$ cat src/rtl/branch_monitor.sv
// branch_monitor: commit-path branch statistics with a 2-bit bimodal predictor.
// Counts branches, taken branches and mispredictions (saturating), and
// exposes them through a one-cycle request/response read port. A clear
// sweep resets the counters and rewrites every predictor entry to weak
// not-taken.
// Optional feature: define BRMON_GSHARE_EN to XOR a global history
// register into the predictor index (gshare).
module branch_monitor #(
    parameter int CNT_W = 32,
    parameter int IDX_W = 6
) (
    input  logic             clk,
    input  logic             rst_n,
    input  logic             inst_valid,
    input  logic             seen,
    input  logic             taken,
    input  logic             int_taken,
    input  logic [31:0]      pc,
    input  logic             clr,
    output logic             busy,
    output logic             mispredict,
    input  logic             rd_req,
    input  logic [1:0]       rd_sel,
    input  logic [IDX_W-1:0] rd_idx,
    output logic             rd_valid,
    output logic [31:0]      rd_data
);

    localparam int unsigned ENTRIES = 1 << IDX_W;

    typedef enum logic {
        IDLE,
        SWEEP
    } state_t;

    state_t            state;
    state_t            state_next;
    logic [IDX_W-1:0]  ptr;
    logic [1:0]        tbl [ENTRIES];
    logic [CNT_W-1:0]  br_cnt;
    logic [CNT_W-1:0]  taken_cnt;
    logic [CNT_W-1:0]  mis_cnt;
    logic              accept;
    logic              start_clr;
    logic [IDX_W-1:0]  idx;
    logic              pred;
    logic [31:0]       rd_mux;
    logic              unused_pc;

    assign unused_pc = ^{pc[31:IDX_W+2], pc[1:0]};

`ifdef BRMON_GSHARE_EN
    logic [IDX_W-1:0]  ghr;

    assign idx = pc[IDX_W+1:2] ^ ghr;

    // Global history shifts in the outcome of every accepted branch
    always_ff @(posedge clk or negedge rst_n) begin
        if (!rst_n) begin
            ghr <= '0;
        end else if (start_clr) begin
            ghr <= '0;
        end else if (accept) begin
            ghr <= {ghr[IDX_W-2:0], taken};
        end
    end
`else
    assign idx = pc[IDX_W+1:2];
`endif

    assign pred = tbl[idx][1];
    assign busy = (state == SWEEP);

    // State register for the clear sweep FSM
    always_ff @(posedge clk or negedge rst_n) begin
        if (!rst_n) begin
            state <= IDLE;
        end else begin
            state <= state_next;
        end
    end

    // Next state plus accept/clear strobes; clr takes priority over a commit
    always_comb begin
        state_next = state;
        accept     = 1'b0;
        start_clr  = 1'b0;
        case (state)
            IDLE: begin
                if (clr) begin
                    state_next = SWEEP;
                    start_clr  = 1'b1;
                end else begin
                    accept = inst_valid & seen & ~int_taken;
                end
            end
            SWEEP: begin
                if (clr) begin
                    start_clr = 1'b1;
                end else if (ptr == '1) begin
                    state_next = IDLE;
                end
            end
            default: state_next = IDLE;
        endcase
    end

    // Sweep pointer: restarts on every clr, advances while sweeping
    always_ff @(posedge clk or negedge rst_n) begin
        if (!rst_n) begin
            ptr <= '0;
        end else if (start_clr) begin
            ptr <= '0;
        end else if (state == SWEEP) begin
            ptr <= ptr + 1'b1;
        end
    end

    // Saturating event counters, zeroed when a sweep starts
    always_ff @(posedge clk or negedge rst_n) begin
        if (!rst_n) begin
            br_cnt    <= '0;
            taken_cnt <= '0;
            mis_cnt   <= '0;
        end else if (start_clr) begin
            br_cnt    <= '0;
            taken_cnt <= '0;
            mis_cnt   <= '0;
        end else if (accept) begin
            if (br_cnt != '1) begin
                br_cnt <= br_cnt + CNT_W'(1);
            end
            if (taken && (taken_cnt != '1)) begin
                taken_cnt <= taken_cnt + CNT_W'(1);
            end
            if ((pred != taken) && (mis_cnt != '1)) begin
                mis_cnt <= mis_cnt + CNT_W'(1);
            end
        end
    end

    // Predictor table: sweep rewrites one entry per cycle, otherwise
    // accepted branches train their entry with a saturating 2-bit counter
    always_ff @(posedge clk or negedge rst_n) begin
        if (!rst_n) begin
            for (int unsigned i = 0; i < ENTRIES; i++) begin
                tbl[IDX_W'(i)] <= 2'b01;
            end
        end else if (state == SWEEP) begin
            tbl[ptr] <= 2'b01;
        end else if (accept) begin
            if (taken) begin
                if (tbl[idx] != 2'b11) begin
                    tbl[idx] <= tbl[idx] + 2'b01;
                end
            end else begin
                if (tbl[idx] != 2'b00) begin
                    tbl[idx] <= tbl[idx] - 2'b01;
                end
            end
        end
    end

    // Registered misprediction pulse, one cycle after the accept
    always_ff @(posedge clk or negedge rst_n) begin
        if (!rst_n) begin
            mispredict <= 1'b0;
        end else begin
            mispredict <= accept & (pred != taken);
        end
    end

    // Read mux over pre-update state
    always_comb begin
        rd_mux = '0;
        case (rd_sel)
            2'd0: rd_mux = 32'(br_cnt);
            2'd1: rd_mux = 32'(taken_cnt);
            2'd2: rd_mux = 32'(mis_cnt);
`ifdef BRMON_GSHARE_EN
            2'd3: rd_mux = 32'({ghr, tbl[rd_idx]});
`else
            2'd3: rd_mux = 32'(tbl[rd_idx]);
`endif
            default: rd_mux = '0;
        endcase
    end

    // Read response register: data held until the next request
    always_ff @(posedge clk or negedge rst_n) begin
        if (!rst_n) begin
            rd_valid <= 1'b0;
            rd_data  <= '0;
        end else begin
            rd_valid <= rd_req;
            if (rd_req) begin
                rd_data <= rd_mux;
            end
        end
    end

endmodule

$ cat config.mk
export PLATFORM = sky130hd
export DESIGN_NAME = branch_monitor
export DESIGN_NICKNAME = d
export VERILOG_FILES = /design/src/rtl/branch_monitor.sv
export SDC_FILE = /design/constraint.sdc
export NUM_CORES = 1
export LEC_CHECK = 0
export ABC_AREA = 1
export CORE_MARGIN = 3
export CORE_UTILIZATION = 56
export CTS_BUF_LIST = sky130_fd_sc_hd__clkbuf_16
export CTS_CLUSTER_DIAMETER = 50
export DETAILED_ROUTE_END_ITERATION = 7
export PLACE_DENSITY = 0.78
export SLEW_MARGIN = 30
export SYNTH_ARGS = -nofsm -noshare
export SYNTH_HDL_FRONTEND = slang
export SYNTH_SLANG_ARGS = --single-unit
$ cat constraint.sdc
create_clock -name clk -period 2.9 [get_ports clk]
set_input_delay 0.58 -clock clk [delete_from_list [all_inputs] [get_ports clk]]
set_output_delay 0.58 -clock clk [all_outputs]
set_load 0.1 [all_outputs]
==> key figures <==
STA
  • Setup WS post-layout: -0.1148 ns
  • Max_slew headroom: 0.3461
  • Minimum clock period: around 3.0 ns
  • Worst-Margin Slew: 0.9798 ns
  • Hold Vio Cnt, Final: 0
  • Final Cycle Share: 1.040
  • RSZ-0062 raised after global routing: true
  • Setup-failing EPs final: 49
  • Slew Limit Fails: 0
  • Fmax: 331.7 MHz
  • Skew final: around 0.028 ns

Yosys
  • Netlist Area Pre-Place: between 15000 and 20000 um2
  • Mapped Nets: between 2000 and 3000
  • Seq cells post-synth: 265
  • Top_reg_cell synth: dfrtp_1
  • Warnings, synthesis: 0
  • Syn avg cell area: 6.926 um2
  • Post-Synthesis Cells: 2479
  • Number of synthesized flops with an enable pin: 0
  • Yosys cell types: 49
  • Post-synthesis sequential area ratio: 0.3909
  • Asr flop ratio synth: 1.000

Final layout
  • Final core occ: 0.7184
  • Nets: 2743
  • Area Overhead vs Synth: 25.32%
  • Final instance area: 21520 um2
  • Fillcell total: 2400
  • Register Area: about 6700 um2
  • ANT cells: 0
  • Share of cells above drive strength 1: 0.2027
  • Area occupied by multi-input gates: 9169 um2

Floorplanning
  • Core area: 29950 um2
  • Num ports: 83
  • Chip Height: 181.1 um
  • DIE AREA: roughly 33000 um2
  • FP Rows: 63
  • Die width: about 180 um
  • Initial Util: 0.5732

Placement
  • Post-DP Area: 19680 um2
  • GP Congestion: approximately 1.1
  • Worst slack at placement: -1.103 ns
  • Post-DP HPWL: 51150 um
  • PortBufs: 56

Run
  • Max cap viols: 0

Detailed routing
  • Via Count: 19412
  • DR iter-0 viols: ~2900
  • Post-route ant nets: 0
  • Drt first pass iters: 6
  • Residual DRC count: 0
  • DR vias/cell: 6.246
  • Final WL: 70040 um
  • Avg WL per Cell: 22.54 um

Power
  • Total power: a little under 10 mW
  • Peak VDD IR: 0.0004703 V
  • Pwr/cell area: roughly 450 nW/um2
  • Static Leakage: 9.529 nW

Status
  • Status: finished with violations
  • Failing checks: setup timing

Clock network
  • TritonCTS clock tree: yes
  • Clock latency on the worst-skew pair: 0.54 ns
  • CTS root buffer: clkbuf_16
  • Max H-tree Level: 2
  • CTS Sinks: approximately 270
  • Reg clk slew, reported paths: 0.06 ns
  • CTS Buffer Depth: 3
  • TritonCTS Buffers: 37

Critical path
  • CP delay by family, top: simple AND/OR/NAND/NOR gates
  • CP Data Required Time: 3.33 ns
  • CP Capture Type: register
  • Setup crit start kind: input pin
  • Worst-path maximum fanout: 10
  • Crit path DAT: 3.45 ns
  • Slowest cell on crit path: or3_1
  • Critical Path, Cell by Cell: buf_4 -> inv_6 -> buf_12 -> buf_4 -> nand2_1 -> nand3_1 -> nand4_1 -> nand2_1 -> nand2_1 -> nor2_4 -> nand2_2 -> inv_2 -> ha_4 -> inv_2 -> nor2_2 -> nor3_2 -> inv_2 -> nor2_4 -> buf_6 -> nand2_2 -> nor2_2 -> or3_1 -> a21boi_2
  • Crit Path Class: input pin to register
  • WP buf/inv: 8
  • Worst path max stage delay: roughly 0.34 ns

Worst hold path
  • Hold WC Path Type: register to register

GRT
  • GR Util met1: 0.5940
  • Vias in the first global route: 18211
  • First-pass GRT wire length: 106900 um
  • Largest net degree at the start of global routing: 70
  • Total gr overflow: 0
  • Met3 usage: 0.1739
  • Antenna violations before repair: 6
  • Gr usage total: 0.4157
  • Gr busiest metal: met1
  • Routing usage on met2: 0.5688
==> layout by cell type, fill, tap and decap left out, types with 27 or more instances in the layout <==
cell type | Yosys | final
nand2_1 | 537 | 509
inv_1 | 357 | 338
nor2_1 | 294 | 229
buf_4 | 7 | 209
dfrtp_1 | 201 | 201
nand3_1 | 198 | 198
o21ai_0 | 211 | 167
a21oi_1 | 91 | 91
dfstp_2 | 64 | 64
nand4_1 | 61 | 61
o21ai_1 | 10 | 52
nor3_1 | 56 | 52
xor2_1 | 42 | 42
a21boi_1 | 37 | 41
clkbuf_16 | 0 | 39
nor2_2 | 3 | 38
nor2_4 | 3 | 33
nor4_1 | 30 | 30
buf_12 | 0 | 27
==> logic make-up after synthesis <==
family                     count (synthesis)  share of synthesized area
AOI/OAI and AO/OA                        467                     0.1584
xor gates and xnor gates                  55                    0.02805
buffers and inverters                    472                     0.1103
and+or+nand+nor                         1214                     0.3080
DFF                                      265                     0.3909
adders and majority gates                  6                   0.004372
==> layer usage <==
layer  vias up  wire length (um)  share of wire
li1       8557                 -              -
met1      9118             28050           0.40
met2      1465             27720           0.40
met3       260             11430           0.16
met4        12              2774          0.040
met5         -                73         0.0010
==> per-stage QoR <==
step           setup TNS (ns)  hold WS [ns]  cells
2_1_floorplan          -8.355        0.2844   2479
3_3_place_gp          -123.03        0.4735   3020
3_5_place_dp          -132.74        0.4783   3020
4_1_cts              -0.02100        0.4959   3102
5_1_grt                -15.46        0.5184   3108
6_report               -1.343        0.4904   3108
==> worst reg2reg max path, delay by kind of cell, from the launching register on <==
kind / cells / cell delay [ns]
and+or+nand+nor: 11 / 1.22
AOI/OAI and AO/OA: 3 / 0.42
DFF: 1 / 0.39
buffers and inverters: 6 / 0.67
adders and majority gates: 1 / 0.14
==> report_power, final <==
| part | internal (mW) | switching (mW) |
|---|---|---|
| clock network | 2.65 | 1.87 |
| registers | 3.75 | 0.0326 |
| logic | 0.398 | 0.961 |
| total | 6.80 | 2.87 |
==> layout make-up <==
| type | instances | area share |
|---|---|---|
| Tap cell | 390 | 0.02268 |
| Clock inverter | 29 | 0.01076 |
| Sequential cell | 265 | 0.3119 |
| Inverter | 370 | 0.06710 |
| Multi-Input combinational cell | 1742 | 0.4261 |
| Clock buffer | 39 | 0.04535 |
| Timing Repair Buffer | 273 | 0.1161 |
==> synth_stat cells, types with 9 or more instances <==
cell type | count | area [um2]
o21ai_0 | 211 | 1056
xnor2_1 | 13 | 113.9
a221oi_1 | 14 | 122.6
o22ai_1 | 24 | 150.1
nand2_1 | 537 | 2016
nor2_1 | 294 | 1104
dfrtp_1 | 201 | 5030
nand3_1 | 198 | 991.0
nor3_1 | 56 | 280.3
dfstp_2 | 64 | 1682
inv_1 | 357 | 1340
a21oi_1 | 91 | 455.4
nand4_1 | 61 | 381.6
o31ai_1 | 25 | 187.7
inv_2 | 9 | 33.78
clkbuf_1 | 67 | 251.5
xor2_1 | 42 | 367.9
nor4_1 | 30 | 187.7
a21boi_1 | 37 | 277.8
a21boi_0 | 27 | 202.7
buf_6 | 10 | 112.6
buf_2 | 14 | 70.07
o21ai_1 | 10 | 50.05
==> flip-flops by register name, summed over array words and instances (netlist names) <==
| signal | flops |
|---|---|
| br_cnt | 32 |
| rd_valid | 1 |
| rd_data | 32 |
| tbl | 128 |
| ptr | 6 |
| taken_cnt | 32 |
| mis_cnt | 32 |
| mispredict | 1 |
| busy | 1 |
==> timing repair <==
action | 4_1_cts | 5_1_grt
pin swaps | 32 | 20
endpoints found under the hold margin | 12 | 0
endpoints found under the setup margin | 128 | 128
hold buffers | 1 | 0
buffers inserted | 16 | 7
gates resized for setup | 101 | 76
==> path summary, 6_finish.rpt <==
| kind | startpoint | to | slack, ns | cells past startpoint |
|---|---|---|---|---|
| worst max-delay path | pc[2] | tbl[6] | -0.11 | 23 |
| worst min-delay path | rd_data[4] | rd_data[4] | 0.49 | 2 |
| worst max register to register | tbl[17] | tbl[6] | -0.04 | 21 |
| worst min register to register | rd_data[4] | rd_data[4] | 0.49 | 2 |
| max in group asynchronous | rst_n | tbl[100] | 1.52 | 3 |
| min in group asynchronous | rst_n | tbl[65] | 0.57 | 2 |
No activity file was read; power rests on OpenSTA's default activity.
